===== config.mk =====
export PLATFORM = sky130hd
export DESIGN_NAME = lpf48k_decim_fifo
export DESIGN_NICKNAME = d
export VERILOG_FILES = /design/src/rtl/lpf_audio_pkg.sv /design/src/rtl/audio_sync_fifo.sv /design/src/rtl/lpf48k_decim_fifo.sv
export SDC_FILE = /design/constraint.sdc
export NUM_CORES = 1
export LEC_CHECK = 0
export BUFFER_PORTS_ARGS = -buffer_cell sky130_fd_sc_hd__buf_4
export CAP_MARGIN = 20
export CORE_MARGIN = 2
export CORE_UTILIZATION = 55
export CTS_BUF_LIST = sky130_fd_sc_hd__clkbuf_8
export DETAILED_ROUTE_END_ITERATION = 10
export GPL_TIMING_DRIVEN = 0
export PLACE_DENSITY_LB_ADDON = 0.08
export SYNTH_ARGS = -nofsm -noshare
export SYNTH_HDL_FRONTEND = slang
export SYNTH_SLANG_ARGS = --single-unit

===== constraint.sdc =====
create_clock -name CLK -period 5.4 [get_ports CLK]
set_input_delay 1.08 -clock CLK [delete_from_list [all_inputs] [get_ports CLK]]
set_output_delay 1.08 -clock CLK [all_outputs]
set_load 0.01 [all_outputs]

===== src/rtl/lpf_audio_pkg.sv =====
// Shared constants for the 3.58 MHz audio path.
// Both the 48 kHz LPF and its decimating FIFO import this package, so the
// filter frame length is defined in one place.
//   LPF_FRAME_LEN : CE pulses per filter frame (default decimation ratio)
//   AUDIO_W       : audio sample width in bits
//   fifo_aw()     : FIFO pointer index width for a given depth
package lpf_audio_pkg;

  localparam int unsigned LPF_FRAME_LEN = 72;
  localparam int unsigned AUDIO_W       = 16;

  function automatic int unsigned fifo_aw(input int unsigned depth);
    return $clog2(depth);
  endfunction

endpackage


===== src/rtl/audio_sync_fifo.sv =====
// Small single-clock FIFO for audio stages.
// Pointers carry one extra wrap bit: equal pointers mean empty, pointers that
// differ only in the wrap bit mean full. Storage is not reset.
// Ports:
//   CLK, RESET : clock, synchronous active-high reset (clears pointers)
//   WR, WDATA  : write request and data; ignored when full unless RD pops
//   RD         : read request; ignored when empty
//   RDATA      : entry at the read pointer (unmasked, valid when !EMPTY)
//   EMPTY      : no entries held
//   FULL       : DEPTH entries held
//   LEVEL      : number of entries held
module audio_sync_fifo
  import lpf_audio_pkg::*;
#(
  parameter int unsigned WIDTH = 16,
  parameter int unsigned DEPTH = 4
) (
  input  logic                      CLK,
  input  logic                      RESET,
  input  logic                      WR,
  input  logic [WIDTH-1:0]          WDATA,
  input  logic                      RD,
  output logic [WIDTH-1:0]          RDATA,
  output logic                      EMPTY,
  output logic                      FULL,
  output logic [fifo_aw(DEPTH):0]   LEVEL
);

  localparam int unsigned AW = fifo_aw(DEPTH);

  logic [AW:0]      wr_ptr_q;
  logic [AW:0]      rd_ptr_q;
  logic [WIDTH-1:0] mem_q [DEPTH];
  logic             wr_en;
  logic             rd_en;

  assign EMPTY = (wr_ptr_q == rd_ptr_q);
  assign FULL  = (wr_ptr_q[AW] != rd_ptr_q[AW]) && (wr_ptr_q[AW-1:0] == rd_ptr_q[AW-1:0]);
  assign LEVEL = wr_ptr_q - rd_ptr_q;

  // A write into a full FIFO is accepted only when a pop frees the slot on
  // the same edge; the slot being written is the one being read out.
  assign wr_en = WR & (~FULL | RD);
  assign rd_en = RD & ~EMPTY;

  assign RDATA = mem_q[rd_ptr_q[AW-1:0]];

  always_ff @(posedge CLK) begin
    if (RESET) begin
      wr_ptr_q <= '0;
      rd_ptr_q <= '0;
    end else begin
      if (wr_en) wr_ptr_q <= wr_ptr_q + {{AW{1'b0}}, 1'b1};
      if (rd_en) rd_ptr_q <= rd_ptr_q + {{AW{1'b0}}, 1'b1};
    end
  end

  always_ff @(posedge CLK) begin
    if (!RESET && wr_en) begin
      mem_q[wr_ptr_q[AW-1:0]] <= WDATA;
    end
  end

endmodule


===== src/rtl/lpf48k_decim_fifo.sv =====
// Downstream stage of the 48 kHz LPF: captures one filter output every DECIM
// CE pulses, buffers it, and hands it to the mixer over valid/ready.
// Ports:
//   CLK, RESET : clock, synchronous active-high reset (priority over all)
//   CE         : 3.58 MHz clock enable shared with the filter
//   IDATA      : filtered sample
//   ODATA      : head-of-FIFO sample, forced to 0 while empty
//   OVALID     : FIFO not empty
//   OREADY     : consumer takes ODATA this cycle
//   LEVEL      : entries held
//   OVF        : sticky overflow flag (a sample was dropped)
//   CLR_OVF    : clears OVF; a coincident new overflow wins
module lpf48k_decim_fifo
  import lpf_audio_pkg::*;
#(
  parameter int unsigned MSB   = AUDIO_W - 1,
  parameter int unsigned DECIM = LPF_FRAME_LEN,
  parameter int unsigned DEPTH = 4
) (
  input  logic                    CLK,
  input  logic                    RESET,
  input  logic                    CE,
  input  logic [MSB:0]            IDATA,
  output logic [MSB:0]            ODATA,
  output logic                    OVALID,
  input  logic                    OREADY,
  output logic [fifo_aw(DEPTH):0] LEVEL,
  output logic                    OVF,
  input  logic                    CLR_OVF
);

  localparam logic [7:0] PhLast = 8'(DECIM - 1);

  logic [7:0] ph_q;
  logic [7:0] ph_d;
  logic       push;
  logic       pop;
  logic       ovf_q;
  logic       ovf_set;
  logic       fifo_empty;
  logic       fifo_full;
  logic [MSB:0] fifo_rdata;

  // Phase counter: one push per DECIM CE pulses, on the last pulse of a frame.
  always_comb begin
    ph_d = ph_q;
    push = 1'b0;
    if (CE) begin
      if (ph_q == PhLast) begin
        ph_d = '0;
        push = 1'b1;
      end else begin
        ph_d = ph_q + 8'd1;
      end
    end
  end

  always_ff @(posedge CLK) begin
    if (RESET) ph_q <= '0;
    else       ph_q <= ph_d;
  end

  // OVALID is a pure function of the pointers, so OREADY never reaches it.
  assign pop     = ~fifo_empty & OREADY;
  assign ovf_set = push & fifo_full & ~pop;

  always_ff @(posedge CLK) begin
    if (RESET)        ovf_q <= 1'b0;
    else if (ovf_set) ovf_q <= 1'b1;
    else if (CLR_OVF) ovf_q <= 1'b0;
  end

  audio_sync_fifo #(
    .WIDTH (MSB + 1),
    .DEPTH (DEPTH)
  ) u_fifo (
    .CLK   (CLK),
    .RESET (RESET),
    .WR    (push),
    .WDATA (IDATA),
    .RD    (pop),
    .RDATA (fifo_rdata),
    .EMPTY (fifo_empty),
    .FULL  (fifo_full),
    .LEVEL (LEVEL)
  );

  // Storage is never reset, so the read mux is masked to keep ODATA clean.
  assign ODATA  = fifo_empty ? '0 : fifo_rdata;
  assign OVALID = ~fifo_empty;
  assign OVF    = ovf_q;

endmodule

[Yosys cells after proc, flatten, opt, wreduce, memory -nomap -nowiden]
Memories as Yosys holds them, arrays and structs flattened. A register that Yosys moved wholly into a read port is not among the register bits.
Index checks and enable logic that the tools add are counted.
W data, S select, Z words.
Word-level totals
  bits in writable memories: 64
  input bits: 21
  memories kept: 1
  word-level logic and storage cells: 36
  register bits: 15
Operators by class
  equality and inequality tests: 4
  muxes and demuxes: 10
  bitwise logic cells: 9
  add/subtract/negate cells: 4
  reduce and logical (&&, ||, !) cells: 4
Memory list
  u_fifo.mem_q: depth 4, width 16, read ports 1, clocked after memory_dff 1, write ports 1, line audio_sync_fifo.sv:33  | logic [WIDTH-1:0] mem_q [DEPTH];
Operators with widths (number)
  $mux W16: 1
  $add A8 B1 Y8 const B: 1
  $eq A8 B7 Y1 const B: 1
  $mux W8: 1
  $add A3 B1 Y3 const B: 2
  $mux W1: 6
  $and A1 B1 Y1: 5
  $mux W2: 2
  $eq A3 B3 Y1: 1
  $not A1 Y1: 3
  $sub A3 B3 Y3: 1
  $eq A2 B2 Y1: 1
  $logic_and A1 B1 Y1: 2
  $reduce_bool A2 Y1: 1
  $logic_not A1 Y1: 1
  $ne A1 B1 Y1: 1
  $or A1 B1 Y1: 1

[Depth between registers and ports, before layout]
  depth after elaboration: 8
  depth in mapped cells: 6
  mapped depth without buffers: 6

[Cells and area by module]
From an unflattened synthesis, not the netlist that was laid out.
Unflattened totals
  cells, all modules: 205
  area total of the unflattened synthesis: 3385.7 µm²
By module, submodules not included
  audio_sync_fifo: times used 1, area each 2829.0 µm², cells each 140, seq. area each 2082.0 µm²
  lpf48k_decim_fifo: times used 1, area each 556.8 µm², cells each 65, seq. area each 180.2 µm²

[Least setup slack after synthesis]
No wires, ideal clock.
  path kind: input-to-reg
  start point: in CE
  end point: mem u_fifo.mem_q[3][0], enable pin
  path slack: 2787 ps
  data required time: 5026 ps
  cell stages on the path: 4
  data arrival time: 2240 ps
  cell sequence: nand3_1 > or3_4 > nor3_2 > and2_1
On the way
  longest elaborated chain between the ends: 5
RTL lines
  start, declared: line lpf48k_decim_fifo.sv:22  | input logic CE,
  $mux W1: line lpf48k_decim_fifo.sv:48  | if (CE) begin
  $and A1 B1 Y1: line audio_sync_fifo.sv:43  | assign wr_en = WR & (~FULL | RD);
  $logic_and A1 B1 Y1: line audio_sync_fifo.sv:59  | if (!RESET && wr_en) begin
  $mux W1: line audio_sync_fifo.sv:59
  $mux W1 (implied by the code): line audio_sync_fifo.sv:60  | mem_q[wr_ptr_q[AW-1:0]] <= WDATA;
  end, declared: line audio_sync_fifo.sv:33
Every way passes these cells.

[Worst setup path in the final report]
  start point: reg u_fifo.wr_ptr_q[0]
  end point: out ODATA[9]
On the way
  longest elaborated chain between the ends: 2
RTL lines
  start, declared: line audio_sync_fifo.sv:31  | logic [AW:0] wr_ptr_q;
  start signal, assigned: line audio_sync_fifo.sv:53  | if (wr_en) wr_ptr_q <= wr_ptr_q + {{AW{1'b0}}, 1'b1};
  $eq A3 B3 Y1: line audio_sync_fifo.sv:37  | assign EMPTY = (wr_ptr_q == rd_ptr_q);
  $mux W16: line lpf48k_decim_fifo.sv:89  | assign ODATA = fifo_empty ? '0 : fifo_rdata;
  end, declared: line lpf48k_decim_fifo.sv:24  | output logic [MSB:0] ODATA,
Every way passes these cells.

==> flow_metrics.py <==
metrics = {
    "finish": {
        "ratio_of_cells_with_drive_above_1_in_the_final_layout": 0.311,
        "areaGrowthSynthToFinish_pct": 18.8,
        "filler_cell_count": 429,
        "final_nets": 282,
        "postLayoutCellArea_sq_um": 3910,
        "final_util": 0.668,
        "diodes": 0,
    },
    "clock_tree": {
        "cts.repair.resized": 0,
        "cts.path.max_buffers": 2,
        "post_cts_hold_buffer_count": 0,
        "cts-buffers-inserted": 9,
        "sinks_on_clock_net": 81,
        "clock_latency_ns": 0.33,
        "cts_setup_buffers": 0,
        "clock_tree_from_tritoncts": "built",
        "clockRootBuffer": "sky130_fd_sc_hd__clkbuf_8",
        "h-tree-depth": 3,
        "clkSlewWorstSetupHoldPaths_ns": 0.07,
    },
    "worst_setup_path": {
        "cp.required_ns": 4.32,
        "worstSetupPathType": "reg2out",
        "critPathLaunchType": "register",
        "worst_ep_arrival_time_ns": 2.57,
        "cp_max_fo": 10,
        "rrSetupSlack_ns": 2.85,
        "endpoint_kind": "output pin",
    },
    "power": {
        "power.leakage_nw": 1.38,
        "max-vdd-ir-drop_mv": 0.197,
        "cellPowerDensity_nw_per_um2": 298,
    },
    "sta": {
        "max_slew.worst_pin.slew_ns": 0.853,
        "fin_crit_sh": 0.675,
        "setup_violations": 0,
        "setup_total_negative_slack_ns": 0,
        "layout_min_cycle_time_ns": 3.65,
        "timing.fmax_ghz": 0.274,
        "rsz_0062_raised_after_global_routing": "false",
        "maxSlewHeadroom": 0.431,
        "slew_viol_final": 0,
        "hold_viol_final": 0,
        "clock_skew_after_layout_ns": 0.00565,
    },
    "grt": {
        "wire_length_of_the_first_global_routing_pass_um": 8170,
        "grt_pass1_vias": 1723,
        "grt_start_max_net_pins": 17,
        "antenna_found_initial": 0,
        "total_global_route_track_usage": 0.176,
        "grt.overflow.total": 0,
    },
    "logic_synthesis": {
        "post_synth_num_cell_types": 28,
        "ys_dominant_reg_cell": "sky130_fd_sc_hd__edfxtp_1",
        "async_reset_ff_frac": 0,
        "mappedNetlistNets": 230,
        "mappedNetlistArea_sq_um": 3290,
        "ys.warnings.count": 0,
        "synth_edf_count": 64,
        "synthesized_flop_and_latch_total": 81,
        "synth_sequential_area_ratio": 0.688,
        "syn_area_per_cell_sq_um": 16.4,
        "postSynthCellCount": 200,
    },
    "floorplanning": {
        "starting_density_of_the_core": 0.562,
        "num_io_pins": 42,
        "core_footprint_sq_um": 5850,
        "die-area_sq_um": 6610,
        "floorplan.die.width_um": 81.3,
        "chipHeight_um": 81.3,
        "floorplan.rows": 28,
    },
    "route": {
        "initial_drt_markers": 72,
        "wl_per_cell_um": 15.9,
        "vias": 1725,
        "post_drt_via_cell_ratio": 5.20,
        "detail_route.drc_violations": 0,
        "remaining_antenna_violation_count_after_routing": 0,
        "initial_drt_pass_iterations": 4,
        "postRouteWirelength_um": 5290,
    },
    "placement": {
        "port-buffer-count": 41,
        "gp_congestion": 0.749,
        "place.detailed.hpwl_um": 3320,
        "placed_area_sq_um": 3690,
    },
    "hold_path": {
        "worstHoldPathType": "reg2reg",
    },
    "flow_run": {
        "cap_violations": 0,
    },
    "run_status": {
        "run_status": "finished clean",
    },
}
==> final timing paths <==
kind / startpoint / end / cells past startpoint
worst max-delay path: u_fifo.wr_ptr_q[0]$_SDFFE_PP0P_ / ODATA[9] / 7
worst min-delay path: ph_q[6]$_SDFFE_PP0P_ / ph_q[6]$_SDFFE_PP0P_ / 2
worst max register to register: ph_q[3]$_SDFFE_PP0P_ / u_fifo.mem_q[3][2]$_DFFE_PP_ / 4
worst min register to register: ph_q[6]$_SDFFE_PP0P_ / ph_q[6]$_SDFFE_PP0P_ / 2
==> cells in the final DEF (no fill, tap or decap) <==
| cell type | Yosys | final |
|---|---|---|
| sky130_fd_sc_hd__nor3_2 | 2 | 2 |
| sky130_fd_sc_hd__buf_2 | 2 | 2 |
| sky130_fd_sc_hd__nor2b_1 | 18 | 18 |
| sky130_fd_sc_hd__mux2i_1 | 2 | 2 |
| sky130_fd_sc_hd__inv_1 | 8 | 8 |
| sky130_fd_sc_hd__buf_4 | 0 | 41 |
| sky130_fd_sc_hd__nor2_1 | 16 | 16 |
| sky130_fd_sc_hd__nand3_1 | 5 | 5 |
| sky130_fd_sc_hd__dfxtp_1 | 17 | 17 |
| sky130_fd_sc_hd__fa_1 | 1 | 1 |
| sky130_fd_sc_hd__edfxtp_1 | 64 | 64 |
| sky130_fd_sc_hd__a31oi_1 | 1 | 1 |
| sky130_fd_sc_hd__or3_1 | 1 | 1 |
| sky130_fd_sc_hd__nand2b_1 | 1 | 1 |
| sky130_fd_sc_hd__o21ai_0 | 3 | 3 |
| sky130_fd_sc_hd__bufinv_16 | 0 | 2 |
| sky130_fd_sc_hd__mux2_2 | 1 | 1 |
| sky130_fd_sc_hd__mux4_2 | 16 | 16 |
| sky130_fd_sc_hd__a21oi_1 | 4 | 4 |
| sky130_fd_sc_hd__or4_4 | 1 | 1 |
| sky130_fd_sc_hd__ha_1 | 8 | 8 |
| sky130_fd_sc_hd__nor3_1 | 3 | 3 |
| sky130_fd_sc_hd__xor2_1 | 5 | 5 |
| sky130_fd_sc_hd__and2_1 | 4 | 4 |
| sky130_fd_sc_hd__clkinv_2 | 0 | 2 |
| sky130_fd_sc_hd__clkbuf_8 | 0 | 9 |
| sky130_fd_sc_hd__or3_4 | 1 | 1 |
| sky130_fd_sc_hd__clkbuf_1 | 4 | 4 |
| sky130_fd_sc_hd__nand2_1 | 4 | 4 |
| sky130_fd_sc_hd__clkinvlp_4 | 0 | 2 |
| sky130_fd_sc_hd__o211ai_1 | 1 | 1 |
| sky130_fd_sc_hd__xnor2_1 | 6 | 6 |
| sky130_fd_sc_hd__inv_6 | 0 | 1 |
| sky130_fd_sc_hd__nand4_1 | 1 | 1 |
==> registers in the layout (all words and copies together) (netlist names), named ones only <==
name	flops
u_fifo.wr_ptr_q	3
ph_q	8
u_fifo.mem_q	64
u_fifo.rd_ptr_q	3
OVF	1
==> synthesized netlist by cell type (all sizes together), types with 2 or more instances <==
| cell type | number | share of area |
|---|---|---|
| a21oi | 4 | 0.0061 |
| nand3 | 5 | 0.0076 |
| inv | 8 | 0.0091 |
| clkbuf | 4 | 0.0046 |
| mux2i | 2 | 0.0061 |
| edfxtp | 64 | 0.58 |
| nor2b | 18 | 0.034 |
| nand2 | 4 | 0.0046 |
| o21ai | 3 | 0.0046 |
| mux4 | 16 | 0.11 |
| dfxtp | 17 | 0.10 |
| xnor2 | 6 | 0.016 |
| nor3 | 5 | 0.011 |
| buf | 2 | 0.0030 |
| xor2 | 5 | 0.013 |
| and2 | 4 | 0.0076 |
| nor2 | 16 | 0.018 |
| ha | 8 | 0.030 |
| or3 | 2 | 0.0053 |
==> power by group <==
part	leakage, nW	internal [W]	switching (W)
sequential	0.712	0.000672	0.00000151
combinational	0.566	0.0000120	0.0000110
clock	0.106	0.000260	0.000208
total	1.38	0.000944	0.000221
==> critical path, stage by stage (launching register included) <==
cell and delay [ns]:
sky130_fd_sc_hd__dfxtp_1 0.37, sky130_fd_sc_hd__inv_1 0.11, sky130_fd_sc_hd__ha_1 0.31, sky130_fd_sc_hd__nand2_1 0.11
sky130_fd_sc_hd__nor2_1 0.55, sky130_fd_sc_hd__clkbuf_1 0.49, sky130_fd_sc_hd__nor2b_1 0.13, sky130_fd_sc_hd__buf_4 0.17
==> stage by stage <==
step	total power, W	hold WS (ns)	setup WS [ns]	instances
2_1_floorplan	0.000693	0.459	2.79	200
3_3_place_gp	0.000710	0.470	2.14	316
3_5_place_dp	0.000711	0.484	2.11	316
4_1_cts	0.00117	0.496	1.71	332
5_1_grt	0.00120	0.507	1.61	332
6_report	0.00116	0.494	1.75	332
==> final cells by class <==
| cell class | count | area (sq um) | share of cell area |
|---|---|---|---|
| clock inverters | 7 | 93.8 | 0.0240 |
| multi-input cells | 105 | 971 | 0.248 |
| repair buffers | 41 | 308 | 0.0788 |
| clock buffers | 9 | 124 | 0.0317 |
| plain buffers | 6 | 25.0 | 0.00640 |
| well taps | 75 | 93.8 | 0.0240 |
| flip-flops and latches | 81 | 2260 | 0.579 |
| inverters | 8 | 30.0 | 0.00768 |
==> routing by layer <==
layer	part of all wire	vias to the layer above	track usage
li1	-	849	-
met1	0.43	830	0.213
met2	0.52	41	0.291
met3	0.044	5	0.0522
met4	0.012	0	0.0797
met5	0	-	0
==> cell families (layout without fill, tap and decap cells) <==
logic type	after synthesis	after routing	share of synthesized area
flip-flops	81	81	0.688
buffers and inverters	14	71	0.0167
XOR/XNOR	11	11	0.0293
multiplexers	19	19	0.119
AND/OR/NAND/NOR	57	57	0.0955
AO/OA/AOI/OAI	9	9	0.0148
adder cells (fa/ha/maj)	9	9	0.0365
No activity file was read; power rests on OpenSTA's default activity.
